## config.mk

```make
export PLATFORM = sky130hd
export DESIGN_NAME = apb_bus_fanjunling
export DESIGN_NICKNAME = d
export VERILOG_FILES = /design/src/rtl/apb_bus_fanjunling_pkg.sv /design/src/rtl/apb_bus_fanjunling_irq.sv /design/src/rtl/apb_bus_fanjunling.sv
export SDC_FILE = /design/constraint.sdc
export NUM_CORES = 1
export LEC_CHECK = 0
export BUFFER_PORTS_ARGS = -buffer_cell sky130_fd_sc_hd__buf_2
export CORE_UTILIZATION = 44
export DETAILED_ROUTE_END_ITERATION = 10
export HOLD_SLACK_MARGIN = 0.12
export MAX_ROUTING_LAYER = met4
export PLACE_DENSITY = 0.57
export SYNTH_ARGS = -nofsm -noshare
export SYNTH_HDL_FRONTEND = slang
export SYNTH_HIERARCHICAL = 1
export SYNTH_SLANG_ARGS = --single-unit
export TNS_END_PERCENT = 100
```

## constraint.sdc

```tcl
create_clock -name SYSCLK -period 4.2 [get_ports SYSCLK]
set_clock_uncertainty 0.1 [all_clocks]
set_input_delay 0.63 -clock SYSCLK [delete_from_list [all_inputs] [get_ports SYSCLK]]
set_output_delay 0.63 -clock SYSCLK [all_outputs]
set_load 0.005 [all_outputs]
```

## src/rtl/apb_bus_fanjunling_pkg.sv

```systemverilog
// Shared constants, widths and APB phase decode for the apb_bus_fanjunling flag block.
package apb_bus_fanjunling_pkg;

  localparam int ADDR_W = 5;
  localparam int N_DATA = 16;
  localparam int N_IRQ  = 8;

  localparam logic [ADDR_W-1:0] DATA_BASE = 5'h00;
  localparam logic [ADDR_W-1:0] IE_BASE   = 5'h10;
  localparam logic [ADDR_W-1:0] IS_BASE   = 5'h18;

  typedef enum logic [1:0] {IDLE, SETUP, ACCESS} phase_e;

  function automatic phase_e apb_phase(input logic psel, input logic penable);
    if (!psel) return IDLE;
    return penable ? ACCESS : SETUP;
  endfunction

endpackage

```

## src/rtl/apb_bus_fanjunling_irq.sv

```systemverilog
// Interrupt enable/status bits, change-event detection on DATA[7:0] and the INT_B register.
module apb_bus_fanjunling_irq
  import apb_bus_fanjunling_pkg::*;
(
  input  logic             clk,
  input  logic             rst,
  input  logic             ev_wr,
  input  logic             ie_wr,
  input  logic             is_wr,
  input  logic [2:0]       idx,
  input  logic             wdata,
  input  logic [N_IRQ-1:0] data_lo,
  output logic [N_IRQ-1:0] ie,
  output logic [N_IRQ-1:0] is,
  output logic             int_b
);

  logic [N_IRQ-1:0] set, clr;

  for (genvar i = 0; i < N_IRQ; i++) begin : g_bit
    logic hit;
    assign hit    = (idx == 3'(i));
    assign set[i] = ev_wr & hit & (data_lo[i] ^ wdata);
    assign clr[i] = is_wr & hit & wdata;
  end

  // set is OR'd in last so a simultaneous set beats a clear
  always_ff @(posedge clk or posedge rst) begin
    if (rst) begin
      ie    <= '0;
      is    <= '0;
      int_b <= 1'b1;
    end else begin
      if (ie_wr) ie[idx] <= wdata;
      is    <= (is & ~clr) | set;
      int_b <= ~|(is & ie);
    end
  end

endmodule

```

## src/rtl/apb_bus_fanjunling.sv

```systemverilog
// 1-bit APB slave: phase decode, DATA register file, registered read port; IRQ logic in a sub-module.
module apb_bus_fanjunling
  import apb_bus_fanjunling_pkg::*;
(
  input  logic              SYSCLK,
  input  logic              RST_B,
  input  logic              PSEL,
  input  logic              PENABLE,
  input  logic              PWRITE,
  input  logic [ADDR_W-1:0] PADDR,
  input  logic              PWDATA,
  output logic              PRDATA,
  output logic              INT_B
);

  phase_e            phase;
  logic              setup_q;
  logic              wr_en, rd_setup;
  logic              sel_data, sel_ie, sel_is;
  logic              rd_bit;
  logic [N_DATA-1:0] data_q;
  logic [N_IRQ-1:0]  ie, is;

  assign phase = apb_phase(PSEL, PENABLE);

  // An access only counts when the previous cycle was a setup; this also
  // drops an access left dangling across a reset release.
  always_ff @(posedge SYSCLK or posedge RST_B) begin
    if (RST_B) setup_q <= 1'b0;
    else       setup_q <= (phase == SETUP);
  end

  assign wr_en    = (phase == ACCESS) && setup_q && PWRITE;
  assign rd_setup = (phase == SETUP) && !PWRITE;

  assign sel_data = (PADDR[4]   == DATA_BASE[4]);
  assign sel_ie   = (PADDR[4:3] == IE_BASE[4:3]);
  assign sel_is   = (PADDR[4:3] == IS_BASE[4:3]);

  always_ff @(posedge SYSCLK or posedge RST_B) begin
    if (RST_B)                data_q <= '0;
    else if (wr_en && sel_data) data_q[PADDR[3:0]] <= PWDATA;
  end

  always_comb begin
    rd_bit = 1'b0;
    if (sel_data)    rd_bit = data_q[PADDR[3:0]];
    else if (sel_ie) rd_bit = ie[PADDR[2:0]];
    else if (sel_is) rd_bit = is[PADDR[2:0]];
  end

  always_ff @(posedge SYSCLK or posedge RST_B) begin
    if (RST_B) PRDATA <= 1'b0;
    else       PRDATA <= rd_setup ? rd_bit : 1'b0;
  end

  apb_bus_fanjunling_irq u_irq (
    .clk     (SYSCLK),
    .rst     (RST_B),
    .ev_wr   (wr_en && (PADDR[4:3] == DATA_BASE[4:3])),
    .ie_wr   (wr_en && sel_ie),
    .is_wr   (wr_en && sel_is),
    .idx     (PADDR[2:0]),
    .wdata   (PWDATA),
    .data_lo (data_q[N_IRQ-1:0]),
    .ie      (ie),
    .is      (is),
    .int_b   (INT_B)
  );

endmodule

```

==> Word level (Yosys, flattened, before mapping) <==
Cells that the tools add are included.
{ "classes": {"magnitude_cmp": 4, "muxes": 18, "n_shift": 0, "eq_ne": 11, "div": 0, "multipliers": 0, "reduce_logical": 14, "n_addsub": 0, "bitwise": 45} }
{ "ops": {"columns": ["operator", "n"], "rows": [
  ["$and A1 B1 Y1", 32],
  ["$and A8 B8 Y8", 2],
  ["$bwmux W16", 1],
  ["$eq A3 B3 Y1 const B", 4],
  ["$logic_and A1 B1 Y1", 9],
  ["$mux W1", 9],
  ["$bwmux W8", 1],
  ["$not A8 Y8", 1],
  ["$or A8 B8 Y8", 1],
  ["$reduce_or A8 Y1", 1],
  ["$xor A1 B1 Y1", 8],
  ["$bmux W1 S3", 2],
  ["$eq A2 B2 Y1 const B", 3],
  ["$eq A3 B2 Y1 const B", 2],
  ["$lt A4 B5 Y1 const B", 1],
  ["$bmux W1 S4", 1],
  ["$demux W1 S4", 1],
  ["$ge A4 B1 Y1 const B", 1],
  ["$lt A3 B4 Y1 const B", 1],
  ["$mux W2", 2],
  ["$demux W1 S3", 1],
  ["$eq A3 B1 Y1 const B", 1],
  ["$ge A3 B1 Y1 const B", 1],
  ["$logic_not A3 Y1", 1],
  ["other kinds (4)", 5]
]} }
{ "word_totals": {"ram_bits": 0, "regBits": 35, "memories": 0, "out_inout_bits": 2, "inputBits": 11, "mem_bits_ro": 0, "latchBits": 0, "elab_cells": 98} }

==> Logic depth before layout (Yosys ltp) <==
Gate-level depths: netlist of the first run.
{ "depth": {"ltp_word": 11, "depth_mapped": 6} }

==> Hierarchy <==
The synthesis of the first run kept the hierarchy.
{ "modules_own_cells": {"columns": ["module", "area_each_um2", "cells_each", "n_inst"], "rows": [
  ["apb_bus_fanjunling", 1114.8, 88, 1],
  ["apb_bus_fanjunling_irq", 862.1, 76, 1]
]} }

==> Worst setup path before layout of the first run <==
OpenSTA, ideal clock, no wires.
{ "synth_timing": {"path_type": "input to register", "from": "input port PADDR[4]", "to": "register u_irq.ie[3]", "setup_time_ns": 0.125, "arrival_ns": 1.899, "required_ns": 3.975, "n_path_buf": 1, "slack_ns": 2.077, "path_stages": 6, "path_cell_list": "clkbuf_1 > inv_1 > nor3_1 > nand2_1 > nor2_1 > mux2_2"} }
{ "synth_between": {"elab_chain_len": 2} }
{ "synth_lines": {"columns": ["element", "line_no", "rtl"], "rows": [
  ["start, declared", "apb_bus_fanjunling.sv:10", "input logic [ADDR_W-1:0] PADDR,"],
  ["$eq A2 B2 Y1", "apb_bus_fanjunling.sv:37", "assign sel_ie = (PADDR[4:3] == IE_BASE[4:3]);"],
  ["$logic_and A1 B1 Y1", "apb_bus_fanjunling.sv:61", ".ie_wr (wr_en && sel_ie),"],
  ["end signal, assigned by index", "apb_bus_fanjunling_irq.sv:34", "if (ie_wr) ie[idx] <= wdata;"],
  ["end, declared", "apb_bus_fanjunling_irq.sv:13", "output logic [N_IRQ-1:0] ie,"]
]} }
No other way between the ends.
A chain may end at the register's enable or synchronous reset.

==> Final worst setup path of the first run <==
{ "layout_timing": {"from": "input port PADDR[0]", "to": "register PRDATA"} }
{ "layout_between": {"elab_chain_len": 6, "word_cells_on_any_way": 10, "cone_classes": "mux: 10"} }
{ "layout_lines": {"columns": ["element", "line_no", "rtl"], "rows": [
  ["$bmux W1 S3", "apb_bus_fanjunling.sv:49", "else if (sel_is) rd_bit = is[PADDR[2:0]];"],
  ["$mux W1 (implied by the code)", "apb_bus_fanjunling.sv:49", null],
  ["$mux W1", "apb_bus_fanjunling.sv:49", null],
  ["$mux W1", "apb_bus_fanjunling.sv:48", "else if (sel_ie) rd_bit = ie[PADDR[2:0]];"],
  ["$mux W1 *", "apb_bus_fanjunling.sv:47", "if (sel_data) rd_bit = data_q[PADDR[3:0]];"],
  ["$mux W1 *", "apb_bus_fanjunling.sv:54", "else PRDATA <= rd_setup ? rd_bit : 1'b0;"],
  ["end signal, assigned", "apb_bus_fanjunling.sv:54", null],
  ["end, declared", "apb_bus_fanjunling.sv:12", "output logic PRDATA,"]
]} }
Mark *: on every way between the ends. The rest lies on a longest branch, timed or not. The select of a mux whose other input is x is not followed.

==> results of run 1 <==
-- final timing paths --
check                          start           to  slack, ns  cells after the start
min                            RST_B    data_q[5]       0.35                      2
max                         PADDR[0]       PRDATA       2.15                      4
min in group SYSCLK        data_q[8]    data_q[8]       0.41                      1
max in group asynchronous      RST_B  u_irq/ie[4]       3.21                      2
max reg2reg                  setup_q    data_q[8]       2.26                      4
min reg2reg                data_q[8]    data_q[8]       0.41                      1
-- layout make-up --
| type | instances | area (um^2) |
|---|---|---|
| clock buffer | 7 | 76.3 |
| inverter | 3 | 11.3 |
| timing repair buffer | 12 | 60.1 |
| multi-input combinational | 117 | 1030 |
| clock inverter | 1 | 5.00 |
| fill | 428 | 2200 |
| tap | 52 | 65.1 |
| sequential | 35 | 877 |
-- metal layers --
layer	GRT usage (%)	vias up
li1	-	625
met1	27.5	689
met2	27.3	30
met3	4.24	6
met4	5.67	0
met5	-	-
-- cells in the mapped netlist (2+ instances only) --
| cell | count |
|---|---|
| dfrtp_1 | 34 |
| mux2i_1 | 2 |
| a22oi_1 | 4 |
| nand4_1 | 2 |
| xnor2_1 | 8 |
| inv_1 | 3 |
| nor4b_2 | 2 |
| clkbuf_1 | 3 |
| nor2b_1 | 4 |
| o21ai_0 | 7 |
| buf_6 | 3 |
| nor3_1 | 3 |
| mux2_1 | 2 |
| mux4_2 | 3 |
| nand2_1 | 15 |
| and4_1 | 2 |
| o21ai_1 | 2 |
| buf_2 | 2 |
| nand2b_1 | 6 |
| o31ai_1 | 8 |
| nor2_4 | 2 |
| nor2_1 | 7 |
| mux4_1 | 5 |
| mux2_2 | 23 |
-- cells by family after synthesis --
logic type / after synthesis / synth area share [%]
AO/OA/AOI/OAI: 24 / 8.42
XOR/XNOR: 8 / 3.54
buffers and inverters: 12 / 3.73
flip-flops: 35 / 44.4
multiplexers: 35 / 25.3
AND/OR/NAND/NOR: 50 / 14.6
-- state kept, by name, indices dropped and copies added (netlist names) --
register     flops
data_q          16
setup_q          1
u_irq/int_b      1
u_irq/ie         8
u_irq/is         8
PRDATA           1
-- cells in the final DEF (no fill, tap or decap) --
master    netlist  routed
a221oi_2        1       1
a22oi_1         4       4
a31oi_1         1       1
and2_1          1       1
and3_1          1       1
and4_1          2       2
buf_2           2      12
clkbuf_1        3       2
clkbuf_8        0       5
clkinv_2        0       1
dfrtp_1        34      34
dfstp_2         1       1
inv_1           3       3
mux2_1          2       2
mux2_2         23      23
mux2i_1         2       2
mux4_1          5       5
mux4_2          3       3
nand2_1        15      15
nand2b_1        6       6
nand2b_2        1       1
nand3_1         1       1
nand3b_1        1       1
nand4_1         2       2
nor2_1          7       7
nor2_4          2       2
nor2b_1         4       4
nor3_1          3       3
nor4_1          1       1
nor4b_2         2       2
o21ai_0         7       7
o21ai_1         2       2
o311a_1         1       1
o31ai_1         8       8
or2_1           1       1
xnor2_1         8       8
-- critical path, cell delays in order --
cell and delay [ns]:
buf_2 0.32, mux4_1 0.60, mux2_2 0.28, o311a_1 0.29
-- power by group through the flow --
stage	logic [mW]	registers, mW	clock network [mW]
5_1_grt	0.0684	0.354	0.260
2_1_floorplan	0.0487	0.356	0
4_1_cts	0.0626	0.353	0.242
6_report	0.0624	0.353	0.237
3_3_place_gp	0.0607	0.359	0
3_5_place_dp	0.0623	0.359	0
-- metrics by stage --
step	hold WS [ns]	area [um^2]	setup slack, ns	utilization [%]
finish	0.346	2120	2.15	49.0
global placement	0.391	2040	1.87	47.2
detailed placement	0.398	2040	1.84	47.2
CTS	0.357	2120	2.15	49.0
global route	0.394	2120	2.05	49.0
floorplan	0.370	1980	2.08	-
==> run_results.csv, run 1 <==
group,metric,value,unit
setup_path,startpoint_type,"input pin",
grt,track_usage,19.2,%
final_layout,drive_gt1_share,29.1,%
detailed_routing,drt_iter0_markers,146,
clock_network,cts_hold_buf,0,
pwr,pwr-share-seq,54.0,%
sta,tightestPinTransition,0.815,ns
setup_path,cp.required,4.27,ns
sta,finalSetupTns,0,ns
clock_network,postCtsResizedCells,0,
detailed_routing,met1Wirelength,2.01,mm
detailed_routing,vias,1350,
pwr,comb_power_share,9.6,%
floorplanning,dieArea,0.00477,mm^2
pwr,p_sw_share,25.4,%
clock_network,cts.root.buffer_cell,"clkbuf_8",
synthesis,synth_warnings,6,
synthesis,ys_seq_area_share,44.4,%
pwr,p_sw,0.166,mW
synthesis,synth_area_leader_cell,"dfrtp_1",
setup_path,crit_path_end_kind,"register",
detailed_routing,dr_wl_met3,184,um
synthesis,synth_top_flop_cell,"dfrtp_1",
grt,grt_max_degree,35,
clock_network,path_clk_slew,0.07,ns
floorplanning,core,0.00432,mm^2
synthesis,synth_top_area_share,43.0,%
sta,relSlewSlack,45.2,%
detailed_routing,route.detailed.drc,0,
pwr,ir_drop,0.000186,V
run_status,status,"completed",
detailed_routing,wirelength,4.18,mm
grt,antenna_found_initial,0,
clock_network,cts_made_buffers,5,
sta,maxSlewViolCount,0,
final_layout,layout.cells.non_filler,227,
setup_path,crit_type,"in2reg",
clock_network,clock-sinks,35,
detailed_routing,highest_layer,"met4",
detailed_routing,ant_nets,0,
pwr,p_leak,0.930,nW
final_layout,layout.nets,185,
grt,grt_pass1_wl,6.90,mm
clock_network,h-tree-depth,2,
grt,grt_overflow,0,
detailed_routing,firstDrtPassIters,4,
synthesis,async_reset_ff_share,100,%
sta,finalSetupViolCount,0,
clock_network,cts_max_path_buffers,2,
placed_design,place_inst,219,
setup_path,critPathArrivalTime,2.12,ns
floorplanning,pin_count,13,
placed_design,dp_hpwl,2.99,mm
final_layout,area_delta_synth_final,7.28,%
worst_hold_path,hold_path.class,"in2async",
pwr,cellPowerDensity,308,mW/mm^2
pwr,p_clk_share,36.4,%
detailed_routing,wl_met2,1.93,mm
sta,min_period,2.05,ns
synthesis,syn_nets,175,
detailed_routing,viasPerCell,5.95,
pwr,total_power,0.652,mW
sta,timing.fmax,487,MHz
sta,post-route-period-util,48.9,%
synthesis,yosys-top-cells-area,"dfrtp_1 (43%), mux2_2 (13%), mux4_1 (6.6%)",
synthesis,synth_area,0.00198,mm^2
final_layout,num_antenna_cells,0,
clock_network,post_cts_buffers,0,
clock_network,clk-insertion-delay-late,0.28,ns
synthesis,synth.avg_cell_area,12.1,um^2
detailed_routing,routedWlPerCell,18.4,um
floorplanning,rows,24,
floorplanning,die_x,69.0,um
pwr,p_int,0.487,mW
synthesis,yosysUniqueCellTypes,36,
sta,hold_violations,0,
synthesis,ys_ff_latch,35,
placed_design,gp_congestion,0.824,
sta,rsz0062_at_grt,"false",
placed_design,port-buffer-count,12,
setup_path,crit_fanout,18,
synthesis,netlist_instances,164,
clock_network,tritoncts,"yes",
grt,grt_pass1_vias,1345,
floorplanning,die_y,69.0,um
run,cap_violations,0,
synthesis,synth_edf_count,0,
floorplanning,start_util,45.7,%
Power figures use the tool's default switching activity.
==> run 2: changes to the inputs <==
--- a/config.mk
+++ b/config.mk
@@ -10,7 +10,7 @@
 export DETAILED_ROUTE_END_ITERATION = 10
 export HOLD_SLACK_MARGIN = 0.12
 export MAX_ROUTING_LAYER = met4
-export PLACE_DENSITY = 0.57
+export PLACE_DENSITY = 0.59
 export SYNTH_ARGS = -nofsm -noshare
 export SYNTH_HDL_FRONTEND = slang
 export SYNTH_HIERARCHICAL = 1
==> constraint.sdc (replaced) <==
create_clock -name SYSCLK -period 1.7 [get_ports SYSCLK]
set_clock_uncertainty 0.1 [all_clocks]
set_input_delay 0.255 -clock SYSCLK [delete_from_list [all_inputs] [get_ports SYSCLK]]
set_output_delay 0.255 -clock SYSCLK [all_outputs]
set_load 0.005 [all_outputs]
==> run 2 against run 1 <==
- count of clock-buffer cells in the layout down 1
- critical path depth down 1
- routed wire length increased by 3.4%
- first-iteration DRC count decreased by 25%
- largest cell class unchanged
- via count grew 5.3%
- setup slack got worse by 2.1 ns
==> run_results.csv, run 2 (synthesis gave the netlist of run 1 again) <==
group,metric,value,unit
sta,timing.fmax,605,MHz
clock_network,cts_max_path_buffers,2,
placed_design,dpl_cell_area,0.00215,mm^2
clock_network,clk-insertion-delay-late,0.29,ns
placed_design,port-buffer-count,12,
setup_path,cp.required,1.77,ns
detailed_routing,wirelength,4.32,mm
final_layout,largest-register,"data_q",
floorplanning,rows,24,
setup_path,startpoint_type,"register",
placed_design,gp_congestion,0.820,
sta,finalSetupViolCount,0,
sta,relSlewSlack,54.7,%
pwr,ir_drop,0.000328,V
grt,grt_pass1_vias,1502,
placed_design,dp_hpwl,3.23,mm
setup_path,critPathArrivalTime,1.72,ns
floorplanning,pin_count,13,
clock_network,cts.root.buffer_cell,"clkbuf_8",
clock_network,post_cts_buffers,0,
floorplanning,core,0.00432,mm^2
final_layout,post-route-cell-area,0.00228,mm^2
pwr,cellPowerDensity,744,mW/mm^2
pwr,p_leak,1.01,nW
detailed_routing,vias,1422,
sta,maxSlewViolCount,0,
clock_network,h-tree-depth,2,
grt,grt_busiest_layer,"met2",
sta,hold_violations,0,
detailed_routing,viasPerCell,5.83,
grt,grtUsageMet1,26.3,%
grt,grtUsageMet2,30.6,%
floorplanning,die_x,69.0,um
grt,grt_pass1_wl,7.33,mm
final_layout,mostFrequentLayoutCells,"dfrtp_1 (34), mux2_2 (22), nand2_1 (15), buf_4 (15), buf_2 (12)",
final_layout,final_common_cell,"dfrtp_1",
clock_network,clock-sinks,35,
floorplanning,dieArea,0.00477,mm^2
run_status,status,"completed",
sta,post-route-period-util,97.2,%
worst_hold_path,hold_path.class,"in2reg",
run,cap_violations,0,
final_layout,largest_reg_flops,16,
floorplanning,start_util,45.7,%
detailed_routing,route.detailed.drc,0,
setup_path,crit_fanout,3,
detailed_routing,routedWlPerCell,17.7,um
grt,track_usage,20.2,%
detailed_routing,drt_iter0_markers,109,
final_layout,layout.nets,202,
grt,globalRouteMet3Util,4.97,%
clock_network,path_clk_slew,0.07,ns
clock_network,cts_made_buffers,5,
sta,rsz0062_at_grt,"true",
final_layout,area_delta_synth_final,15.4,%
sta,min_period,1.65,ns
setup_path,crit_path_end_kind,"register",
detailed_routing,ant_nets,0,
setup_path,crit_type,"reg2reg",
grt,grt_overflow,0,
floorplanning,die_y,69.0,um
detailed_routing,firstDrtPassIters,4,
grt,grt_max_degree,20,
placed_design,place_inst,234,
final_layout,reg_top3,"data_q x16, u_irq/ie x8, u_irq/is x8",
final_layout,num_antenna_cells,0,
clock_network,tritoncts,"yes",
grt,antenna_found_initial,0,
final_layout,layout.cells.non_filler,244,
final_layout,drive_gt1_share,37.0,%
sta,tightestPinTransition,0.678,ns
final_layout,final_util,52.7,%
-- run 2: cell types whose count changed in the layout (fill, tap and decap cells not counted), moves of 2 or more --
cell,delta
buf_4,+15
clkbuf_1,-2
dlygate4sd3_1,+2
mux4_1,-2
mux4_2,+2
-- run 2: final timing paths --
path | start | slack [ns] | to | cells after the start
setup / recovery | u_irq/ie[3] | 0.05 | PRDATA | 3
min in group asynchronous | RST_B | 0.50 | u_irq/is[2] | 3
setup reg to reg | u_irq/ie[3] | 0.05 | PRDATA | 3
hold reg to reg | data_q[12] | 0.40 | data_q[12] | 1
hold / removal | PSEL | 0.16 | setup_q | 2
max in group asynchronous | RST_B | 0.56 | data_q[14] | 3
-- run 2: cell type report --
cell class              count  area, um^2
clock buffers               6        82.6
clock inverters             2        16.3
flip-flops and latches     35         877
repair buffers             29         193
fillers                   389        2040
well taps                  52        65.1
inverters                   3        11.3
multi-input cells         117        1040
-- run 2: critical path, cell delays in order, from the launching register on --
cell	delay [ns]
dfrtp_1	0.41
mux4_2	0.48
mux2_4	0.28
o311a_1	0.28
-- run 2: metrics by stage --
step | total power, mW | hold WS [ns] | setup slack [ns] | setup TNS, ns
detailed placement | 1.06 | 0.297 | -0.115 | -0.125
floorplan | 1.00 | 0.0803 | 0.0654 | 0
CTS | 1.71 | 0.156 | 0.00395 | 0
global placement | 1.06 | 0.277 | -0.0996 | -0.101
global route | 1.77 | 0.155 | -0.00726 | -0.0160
finish | 1.70 | 0.157 | 0.0469 | 0
-- run 2: what timing repair did --
item                       CTS  global route
hold buffers                 2             0
pin swaps                    0             1
gates resized for setup      1             4
hold endpoints to repair    35             0
setup endpoints to repair    1             6
-- run 2: per-layer routing --
layer	vias up	routed length [um]
li1	652	-
met1	727	2050
met2	32	1980
met3	11	191
met4	0	97
met5	-	0
-- run 2: power by group --
group	internal [mW]	switching, mW	total (mW)
Clock	0.331	0.317	0.648
Sequential	0.854	0.0165	0.871
Combinational	0.0788	0.100	0.179
